$ cat config.mk
export PLATFORM = sky130hd
export DESIGN_NAME = npc_multicycle_core_flat
export DESIGN_NICKNAME = d
export VERILOG_FILES = /design/src/rtl/npc_multicycle_core_if.sv /design/src/rtl/npc_multicycle_core.sv /design/src/flat_wrapper.sv
export SDC_FILE = /design/constraint.sdc
export NUM_CORES = 2
export LEC_CHECK = 0
export ABC_AREA = 1
export CORE_ASPECT_RATIO = 1.75
export CORE_MARGIN = 3
export CORE_UTILIZATION = 60
export DETAILED_ROUTE_END_ITERATION = 7
export PLACE_DENSITY_LB_ADDON = 0.3
export SETUP_SLACK_MARGIN = 0.4
export SYNTH_ARGS = -nofsm -noshare
export SYNTH_HDL_FRONTEND = slang
export SYNTH_SLANG_ARGS = --single-unit
$ cat constraint.sdc
create_clock -name clk -period 5.65 [get_ports clk]
set_input_delay 1.13 -clock clk [delete_from_list [all_inputs] [get_ports clk]]
set_output_delay 1.13 -clock clk [all_outputs]
set_load 0.1 [all_outputs]
$ cat src/rtl/npc_multicycle_core_if.sv
// Instruction-fetch bus between the core (master) and the memory/bus adapter (slave).
// The request is held until ready; a response is accepted only while the core waits for it.
interface npc_multicycle_core_if #(
  parameter int XLEN = 32
);
  logic            ifu_req_valid;
  logic            ifu_req_ready;
  logic [XLEN-1:0] ifu_addr;
  logic            ifu_rsp_valid;
  logic [31:0]     ifu_rsp_inst;

  modport master (
    output ifu_req_valid,
    output ifu_addr,
    input  ifu_req_ready,
    input  ifu_rsp_valid,
    input  ifu_rsp_inst
  );

  modport slave (
    input  ifu_req_valid,
    input  ifu_addr,
    output ifu_req_ready,
    output ifu_rsp_valid,
    output ifu_rsp_inst
  );
endinterface

$ cat src/rtl/npc_multicycle_core.sv
// Multi-cycle RV32I/E subset core: FETCH -> WAIT -> EXEC, 3 cycles per instruction at best.
// Fetch stalls on ifu_req_ready/ifu_rsp_valid; EBREAK or an illegal instruction halts until reset.
module npc_multicycle_core #(
  parameter int              XLEN     = 32,
  parameter int              NR_GPR   = 32,
  parameter logic [XLEN-1:0] RESET_PC = 32'h8000_0000
) (
  input  logic                 clk,
  input  logic                 rst,
  npc_multicycle_core_if.master ifu,
  output logic [XLEN-1:0]      pc,
  output logic                 commit_valid,
  output logic [XLEN-1:0]      commit_pc,
  output logic [31:0]          commit_inst,
  output logic                 halt,
  output logic                 halt_illegal,
  output logic [XLEN-1:0]      halt_code
);
  localparam int AW = (NR_GPR > 1) ? $clog2(NR_GPR) : 1;

  typedef enum logic [1:0] {S_FETCH, S_WAIT, S_EXEC, S_HALT} state_e;

  state_e          r_state, w_state_nxt;
  logic [XLEN-1:0] r_pc, w_pc_nxt;
  logic [31:0]     r_ir;
  logic [XLEN-1:0] r_gpr [NR_GPR];
  logic [XLEN-1:0] r_cpc;
  logic [31:0]     r_cinst;
  logic            r_halt, r_halt_ill;
  logic [XLEN-1:0] r_halt_code;

  logic [6:0]      w_opc, w_f7;
  logic [4:0]      w_rd, w_rs1, w_rs2, w_shamt;
  logic [2:0]      w_f3;
  logic [XLEN-1:0] w_imm_i, w_imm_u, w_imm_j;
  logic [XLEN-1:0] w_rs1_val, w_rs2_val, w_pc4;
  logic            w_rd_ok, w_rs1_ok, w_rs2_ok;
  logic            w_legal, w_wen, w_ebreak, w_use_rs1, w_use_rs2;
  logic [XLEN-1:0] w_wdat, w_target;
  logic            w_commit, w_do_halt, w_gpr_we;

  assign w_opc   = r_ir[6:0];
  assign w_rd    = r_ir[11:7];
  assign w_f3    = r_ir[14:12];
  assign w_rs1   = r_ir[19:15];
  assign w_rs2   = r_ir[24:20];
  assign w_shamt = r_ir[24:20];
  assign w_f7    = r_ir[31:25];

  assign w_imm_i = XLEN'($signed(r_ir[31:20]));
  assign w_imm_u = XLEN'($signed({r_ir[31:12], 12'b0}));
  assign w_imm_j = XLEN'($signed({r_ir[31], r_ir[19:12], r_ir[20], r_ir[30:21], 1'b0}));

  assign w_rd_ok  = ({1'b0, w_rd}  < 6'(NR_GPR));
  assign w_rs1_ok = ({1'b0, w_rs1} < 6'(NR_GPR));
  assign w_rs2_ok = ({1'b0, w_rs2} < 6'(NR_GPR));

  // x0 reads as zero; out-of-range indices are illegal anyway, so their value is irrelevant
  assign w_rs1_val = (w_rs1 == 5'd0 || !w_rs1_ok) ? '0 : r_gpr[w_rs1[AW-1:0]];
  assign w_rs2_val = (w_rs2 == 5'd0 || !w_rs2_ok) ? '0 : r_gpr[w_rs2[AW-1:0]];
  assign w_pc4     = r_pc + XLEN'(4);

  always_comb begin
    w_legal   = 1'b0;
    w_wen     = 1'b0;
    w_ebreak  = 1'b0;
    w_use_rs1 = 1'b0;
    w_use_rs2 = 1'b0;
    w_wdat    = '0;
    w_target  = w_pc4;
    case (w_opc)
      7'b0010011: begin
        w_legal   = 1'b1;
        w_wen     = 1'b1;
        w_use_rs1 = 1'b1;
        case (w_f3)
          3'b000:  w_wdat = w_rs1_val + w_imm_i;
          3'b010:  w_wdat = XLEN'($signed(w_rs1_val) < $signed(w_imm_i));
          3'b011:  w_wdat = XLEN'(w_rs1_val < w_imm_i);
          3'b100:  w_wdat = w_rs1_val ^ w_imm_i;
          3'b110:  w_wdat = w_rs1_val | w_imm_i;
          3'b111:  w_wdat = w_rs1_val & w_imm_i;
          3'b001: begin
            w_wdat  = w_rs1_val << w_shamt;
            w_legal = (w_f7 == 7'b0000000);
          end
          default: begin
            if (w_f7 == 7'b0000000)      w_wdat = w_rs1_val >> w_shamt;
            else if (w_f7 == 7'b0100000) w_wdat = XLEN'($signed(w_rs1_val) >>> w_shamt);
            else                         w_legal = 1'b0;
          end
        endcase
      end
      7'b0110011: begin
        w_wen     = 1'b1;
        w_use_rs1 = 1'b1;
        w_use_rs2 = 1'b1;
        if (w_f3 == 3'b000 && w_f7 == 7'b0000000) begin
          w_legal = 1'b1;
          w_wdat  = w_rs1_val + w_rs2_val;
        end else if (w_f3 == 3'b000 && w_f7 == 7'b0100000) begin
          w_legal = 1'b1;
          w_wdat  = w_rs1_val - w_rs2_val;
        end
      end
      7'b0110111: begin
        w_legal = 1'b1;
        w_wen   = 1'b1;
        w_wdat  = w_imm_u;
      end
      7'b0010111: begin
        w_legal = 1'b1;
        w_wen   = 1'b1;
        w_wdat  = r_pc + w_imm_u;
      end
      7'b1101111: begin
        w_legal  = 1'b1;
        w_wen    = 1'b1;
        w_wdat   = w_pc4;
        w_target = r_pc + w_imm_j;
      end
      7'b1100111: begin
        w_legal   = (w_f3 == 3'b000);
        w_wen     = 1'b1;
        w_use_rs1 = 1'b1;
        w_wdat    = w_pc4;
        w_target  = (w_rs1_val + w_imm_i) & ~XLEN'(1);
      end
      7'b1110011: begin
        w_legal  = (r_ir == 32'h0010_0073);
        w_ebreak = (r_ir == 32'h0010_0073);
      end
      default: ;
    endcase
    // register fields beyond the implemented file (RV32E) make the instruction illegal
    if ((w_wen && !w_rd_ok) || (w_use_rs1 && !w_rs1_ok) || (w_use_rs2 && !w_rs2_ok))
      w_legal = 1'b0;
  end

  always_comb begin
    w_state_nxt = r_state;
    w_pc_nxt    = r_pc;
    w_commit    = 1'b0;
    w_do_halt   = 1'b0;
    w_gpr_we    = 1'b0;
    case (r_state)
      S_FETCH: if (ifu.ifu_req_ready) w_state_nxt = S_WAIT;
      S_WAIT:  if (ifu.ifu_rsp_valid) w_state_nxt = S_EXEC;
      S_EXEC: begin
        w_commit = w_legal;
        w_gpr_we = w_legal && w_wen && (w_rd != 5'd0);
        if (!w_legal || w_ebreak) begin
          w_do_halt   = 1'b1;
          w_state_nxt = S_HALT;
        end else begin
          w_pc_nxt    = w_target;
          w_state_nxt = S_FETCH;
        end
      end
      default: ;
    endcase
  end

  always_ff @(posedge clk or negedge rst) begin
    if (!rst) begin
      r_state     <= S_FETCH;
      r_pc        <= RESET_PC;
      r_ir        <= '0;
      r_cpc       <= '0;
      r_cinst     <= '0;
      r_halt      <= 1'b0;
      r_halt_ill  <= 1'b0;
      r_halt_code <= '0;
    end else begin
      r_state <= w_state_nxt;
      r_pc    <= w_pc_nxt;
      if (r_state == S_WAIT && ifu.ifu_rsp_valid) r_ir <= ifu.ifu_rsp_inst;
      if (w_commit) begin
        r_cpc   <= r_pc;
        r_cinst <= r_ir;
      end
      if (w_do_halt) begin
        r_halt      <= 1'b1;
        r_halt_ill  <= !w_legal;
        r_halt_code <= r_gpr[10];
      end
    end
  end

  always_ff @(posedge clk or negedge rst) begin
    if (!rst) begin
      for (int i = 0; i < NR_GPR; i++) r_gpr[i] <= '0;
    end else if (w_gpr_we) begin
      r_gpr[w_rd[AW-1:0]] <= w_wdat;
    end
  end

  assign ifu.ifu_req_valid = (r_state == S_FETCH);
  assign ifu.ifu_addr      = r_pc;
  assign pc                = r_pc;
  // commit fields track the retiring instruction in EXEC and hold afterwards
  assign commit_valid      = w_commit;
  assign commit_pc         = w_commit ? r_pc : r_cpc;
  assign commit_inst       = w_commit ? r_ir : r_cinst;
  assign halt              = r_halt;
  assign halt_illegal      = r_halt_ill;
  assign halt_code         = r_halt_code;
endmodule

$ cat src/flat_wrapper.sv
// flat-port wrapper written by rule: the top's interface ports become plain ports
module npc_multicycle_core_flat 
#(
  parameter int              XLEN     = 32,
  parameter int              NR_GPR   = 32,
  parameter logic [XLEN-1:0] RESET_PC = 32'h8000_0000
)
  (clk, rst, pc, commit_valid, commit_pc, commit_inst, halt, halt_illegal, halt_code, ifu_ifu_req_valid, ifu_ifu_addr, ifu_ifu_req_ready, ifu_ifu_rsp_valid, ifu_ifu_rsp_inst);
  npc_multicycle_core_if #(.XLEN(XLEN)) ifu_i ();
  input  logic clk;
  input  logic rst;
  output logic [XLEN-1:0] pc;
  output logic commit_valid;
  output logic [XLEN-1:0] commit_pc;
  output logic [31:0] commit_inst;
  output logic halt;
  output logic halt_illegal;
  output logic [XLEN-1:0] halt_code;
  output wire logic [$bits(ifu_i.ifu_req_valid)-1:0] ifu_ifu_req_valid;
  output wire logic [$bits(ifu_i.ifu_addr)-1:0] ifu_ifu_addr;
  input wire logic [$bits(ifu_i.ifu_req_ready)-1:0] ifu_ifu_req_ready;
  input wire logic [$bits(ifu_i.ifu_rsp_valid)-1:0] ifu_ifu_rsp_valid;
  input wire logic [$bits(ifu_i.ifu_rsp_inst)-1:0] ifu_ifu_rsp_inst;
  assign ifu_ifu_req_valid = ifu_i.ifu_req_valid;
  assign ifu_ifu_addr = ifu_i.ifu_addr;
  assign ifu_i.ifu_req_ready = ifu_ifu_req_ready;
  assign ifu_i.ifu_rsp_valid = ifu_ifu_rsp_valid;
  assign ifu_i.ifu_rsp_inst = ifu_ifu_rsp_inst;
  npc_multicycle_core #(.XLEN(XLEN), .NR_GPR(NR_GPR), .RESET_PC(RESET_PC)) u_core (.clk(clk), .rst(rst), .ifu(ifu_i), .pc(pc), .commit_valid(commit_valid), .commit_pc(commit_pc), .commit_inst(commit_inst), .halt(halt), .halt_illegal(halt_illegal), .halt_code(halt_code));
endmodule
==> impl_metrics.env, run 1 <==
export IMPL_cts_made_buffers=109
export IMPL_row_count=177
export IMPL_synth_edf_count=0
export IMPL_h_tree_depth=3
export IMPL_async_flop_share_pct=100
export IMPL_grt_max_degree=138
export IMPL_cts_sinks=1187
export IMPL_error="[ERROR GRT-0116] Global routing finished with congestion. Check the congestion regions in the DRC Viewer."
export IMPL_dp_slack_ns=-0.365
export IMPL_syn_cell_area_mm2=0.0808
export IMPL_first_global_vias=100000
export IMPL_fp_dieH_um=492
export IMPL_portBuffers=197
export IMPL_seq_area_frac_synth_pct=36.8
export IMPL_cts_buffer_depth=3
export IMPL_ys_types=74
export IMPL_hold_buffers=0
export IMPL_hpwl_mm=292
export IMPL_postSynthAreaPerCell_um2=6.60
export IMPL_grt_pass1_wl_mm=706
export IMPL_outcome="stopped before the end"
export IMPL_initial_core_util_pct=60.6
export IMPL_syn_inst=12200
export IMPL_grt_overflow=32
export IMPL_synthFlopType="dfrtp_1"
export IMPL_io_pins=200
export IMPL_cts_root_buf="clkbuf_16"
export IMPL_ys_warn_count=0
export IMPL_synth_seq_cells=1187
export IMPL_gp_routability_congestion=1.24
export IMPL_flow_stopped_at="global routing (5_1_grt)"
export IMPL_die_w_um=283
export IMPL_gr_usage_all_layers_pct=68.1
stage by stage:
step           instances  hold WS, ns  area, um^2
3_3_place_gp       14200        0.365       89600
3_5_place_dp       14200        0.366       89600
2_1_floorplan      12200        0.429       80800
4_1_cts            14500        0.351       95100
layer usage:
layer,overflow,track usage [%]
met4,18,71.0
met5,0,15.4
met1,0,68.3
met2,14,89.9
met3,0,44.1
cells in the mapped netlist (all sizes together) (4+ instances only):
cell type,instances,share of area [%]
clkinv,13,0.060
a211oi,31,0.29
o2111ai,23,0.25
a21oi,647,4.0
xor2,58,0.63
o21ai,867,5.4
nand4,52,0.40
fa,5,0.12
o31ai,21,0.20
o21bai,11,0.10
a22o,4,0.043
clkbuf,359,1.7
dfrtp,1186,37
nand3,964,6.1
a21o,14,0.13
nand2,4904,23
a32oi,8,0.087
or2,50,0.39
o221ai,105,1.1
o211a,6,0.074
ha,205,3.2
nor4,22,0.20
a31oi,50,0.39
nor3,45,0.32
a2111oi,4,0.051
o21a,9,0.084
buf,525,3.8
o22ai,25,0.19
inv,971,4.5
o211ai,127,1.2
a221oi,40,0.43
a21boi,14,0.13
a22oi,102,0.95
nand3b,6,0.056
nor2,741,3.6
what timing repair did:
action	in CTS
buffers inserted	41
gates resized for setup	210
gates cloned	25
pin swaps	22
endpoints found under the setup margin	846
kinds of logic after synthesis:
logic type                 count (synthesis)  synth area share (%)
xor gates and xnor gates                  61                 0.661
buffers and inverters                   1868                  10.0
muxes                                      2                0.0279
DFF                                     1187                  36.8
other                                      1               0.00464
and+or+nand+nor                         6793                  34.0
AOI/OAI and AO/OA                       2121                  15.3
adders and majority gates                210                  3.30
==> inputs of run 2 (changes only) <==
CORE_ASPECT_RATIO = default   (was 1.75)
CORE_UTILIZATION = 40   (was 60)
PLACE_DENSITY_LB_ADDON = 0.15   (was 0.3)
SETUP_SLACK_MARGIN = default   (was 0.4)
==> impl_metrics.env, run 2 <==
export IMPL_outcome="finished clean"
export IMPL_dp_cells=15400
export IMPL_synth_top_cells_by_area="dfrtp_1 37%, nand2_1 23%, nand3_1 5.8%"
export IMPL_die_w_um=456
export IMPL_num_vias=93400
export IMPL_dpl_instance_area_mm2=0.0938
export IMPL_startpoint_type="flip-flop"
export IMPL_synthFlopType="dfrtp_1"
export IMPL_routedWlPerCell_um=29.9
export IMPL_ant_nets=0
export IMPL_max_freq_mhz=178
export IMPL_initial_core_util_pct=40.4
export IMPL_cts_buffer_depth=3
export IMPL_cts_tree="yes"
export IMPL_grt_max_degree=137
export IMPL_clkLatencyLatePin_ns=0.84
export IMPL_fin_nets=13200
export IMPL_power_density_mw_per_mm2=185
export IMPL_synth_edf_count=0
export IMPL_mostFrequentLayoutCells="4847 x nand2_1, 1177 x dfrtp_1, 1024 x buf_4, 917 x nand3_1, 912 x inv_1"
export IMPL_synth_seq_cells=1187
export IMPL_gr_usage_all_layers_pct=43.1
export IMPL_first_global_vias=86800
export IMPL_area_growth_pct=24.1
export IMPL_fp_dieH_um=456
export IMPL_hpwl_mm=334
export IMPL_gp_routability_congestion=1.02
export IMPL_synth_top_area_share_pct=36.7
export IMPL_netlist_top_cells_count="4894 x nand2_1, 1186 x dfrtp_1, 939 x nand3_1"
export IMPL_wl_mm=471
export IMPL_portBuffers=197
export IMPL_syn_cell_area_mm2=0.0808
export IMPL_comb_power_share_pct=1.3
export IMPL_critPathBufInv=11
export IMPL_grt_pass1_wl_mm=650
export IMPL_design_area_mm2=0.100
export IMPL_hold_viol=0
export IMPL_cts_made_buffers=145
export IMPL_power_leakage_nw=50.6
export IMPL_ys_types=74
export IMPL_relSlewSlack_pct=14.5
export IMPL_largest_register="u_core.r_gpr"
export IMPL_worst_pin_slew_ns=1.28
export IMPL_switching_power_mw=4.41
export IMPL_seq_area_frac_synth_pct=36.8
export IMPL_slowest_stage="dfrtp_4"
export IMPL_post_route_min_period_ns=5.61
export IMPL_coreArea_mm2=0.200
export IMPL_yosysMostFrequentCell="nand2_1"
export IMPL_hold_path_class="in2async"
export IMPL_endpoint_kind="flip-flop"
export IMPL_critPathMostFrequentCell="nand2_1"
export IMPL_setup_viol=0
export IMPL_h_tree_depth=4
export IMPL_cp_max_fo=27
export IMPL_fin_tns_setup_ns=0
export IMPL_final_max_slew_viol_count=0
export IMPL_maxCapViolCount=0
export IMPL_finalCritPeriodShare_pct=99.3
export IMPL_final_common_cell="nand2_1"
export IMPL_grt_overflow=0
export IMPL_cts_sinks=1187
export IMPL_cts_root_buf="clkbuf_16"
export IMPL_critPathRequiredTime_ns=6.35
export IMPL_clock_skew_ns=0.0382
export IMPL_grt_setup_unrepaired="yes"
export IMPL_swShare_pct=23.8
export IMPL_async_flop_share_pct=100
export IMPL_pwr_share_clk_pct=52.8
export IMPL_intPower_mw=14.1
export IMPL_critical_path_top_delay_family="compound AO/OA/AOI/OAI gates"
export IMPL_critical_path_max_stage_delay_ns=0.51
export IMPL_power_frac_seq_pct=45.9
export IMPL_drive_gt1_share_pct=14.4
export IMPL_n_fill_cell=20400
export IMPL_largest_register_ffs=1024
export IMPL_ir_drop_v=0.000272
export IMPL_critPathKind="reg2reg"
export IMPL_clk_pin_slew_ns=0.06
export IMPL_yosysTopAreaCell="dfrtp_1"
export IMPL_stdcell_count=15700
export IMPL_die_area_mm2=0.207
export IMPL_postSynthAreaPerCell_um2=6.60
export IMPL_syn_inst=12200
export IMPL_ys_warn_count=0
export IMPL_io_pins=200
export IMPL_remaining_drc_errors=0
export IMPL_worstPathArrival_ns=6.31
export IMPL_antenna_found_initial=17
export IMPL_first_pass_iters=7
export IMPL_drt_vias_per_instance=5.94
export IMPL_drt_iter0_drc=13500
export IMPL_row_count=164
-- run 2: cell counts after synthesis --
No cell type changed its count.
-- run 2: metal layers --
layer | up-vias | share of wire, % | GRT usage, %
met5 | - | 0.078 | 1.29
met4 | 6 | 8.8 | 31.5
met3 | 1382 | 11 | 10.9
met2 | 6301 | 42 | 63.7
met1 | 44800 | 38 | 54.5
li1 | 40900 | - | -
-- run 2: cells by family (layout without fill, tap and decap cells) --
logic type / count (synthesis) / count (layout) / share of synthesized area [%]
xor+xnor: 61 / 61 / 0.661
buf+inv: 1868 / 2679 / 10.0
other cells: 1 / 15 / 0.00464
simple gates: 6793 / 6793 / 34.0
flops: 1187 / 1187 / 36.8
fa+ha+maj: 210 / 210 / 3.30
compound gates: 2121 / 2121 / 15.3
mux: 2 / 2 / 0.0279
-- run 2: area by class of cell --
class / count / area, um^2 / share of cell area, %
multi-input cells: 9189 / 43900 / 43.8
flip-flops and latches: 1187 / 29700 / 29.7
repair buffers: 1436 / 14600 / 14.6
clock buffers: 206 / 4160 / 4.15
inverters: 984 / 3800 / 3.79
well taps: 2656 / 3320 / 3.31
clock inverters: 53 / 689 / 0.688
diodes: 13 / 32.5 / 0.0324
-- run 2: path summary, 6_finish.rpt --
check	startpoint	to	slack [ns]	cells past startpoint
worst max-delay path	u_core.r_ir[21]	u_core.r_gpr[959]	0.04	29
worst min-delay path	rst	u_core.r_cinst[8]	0.34	1
worst max register to register	u_core.r_ir[21]	u_core.r_gpr[959]	0.04	29
worst min register to register	u_core.r_gpr[1008]	u_core.r_gpr[1008]	0.37	0
max in group asynchronous	rst	u_core.r_ir[16]	3.50	2
min in group clk	u_core.r_gpr[1008]	u_core.r_gpr[1008]	0.37	0
-- run 2: per-stage QoR --
stage / power [mW] / setup slack, ns / util (%) / hold slack [ns]
after global placement: 8.91 / -0.634 / 46.9 / 0.365
after floorplan: 8.67 / 0.130 / - / 0.429
after detailed placement: 8.91 / -0.630 / 46.9 / 0.366
final: 18.5 / 0.0376 / 50.1 / 0.343
after global routing: 19.0 / -0.0314 / 50.1 / 0.378
after CTS: 18.6 / 0.00633 / 49.4 / 0.364
-- run 2: power groups by stage --
stage                     sequential, mW  combinational (mW)  clock [mW]
after floorplan                     8.66             0.00701           0
after global placement              8.66               0.249           0
after detailed placement            8.66               0.250           0
after CTS                           8.50               0.251        9.84
after global routing                8.50               0.270        10.2
final                               8.50               0.241        9.79
-- run 2: timing repair --
action | in CTS | in global routing
pin swaps | 2 | 14
gates cloned | 1 | 14
setup buffers | 3 | 19
setup endpoints to repair | 648 | 682
gates resized for setup | 38 | 195
hold buffers | 0 | 0
(Power assumes the default switching activity.)
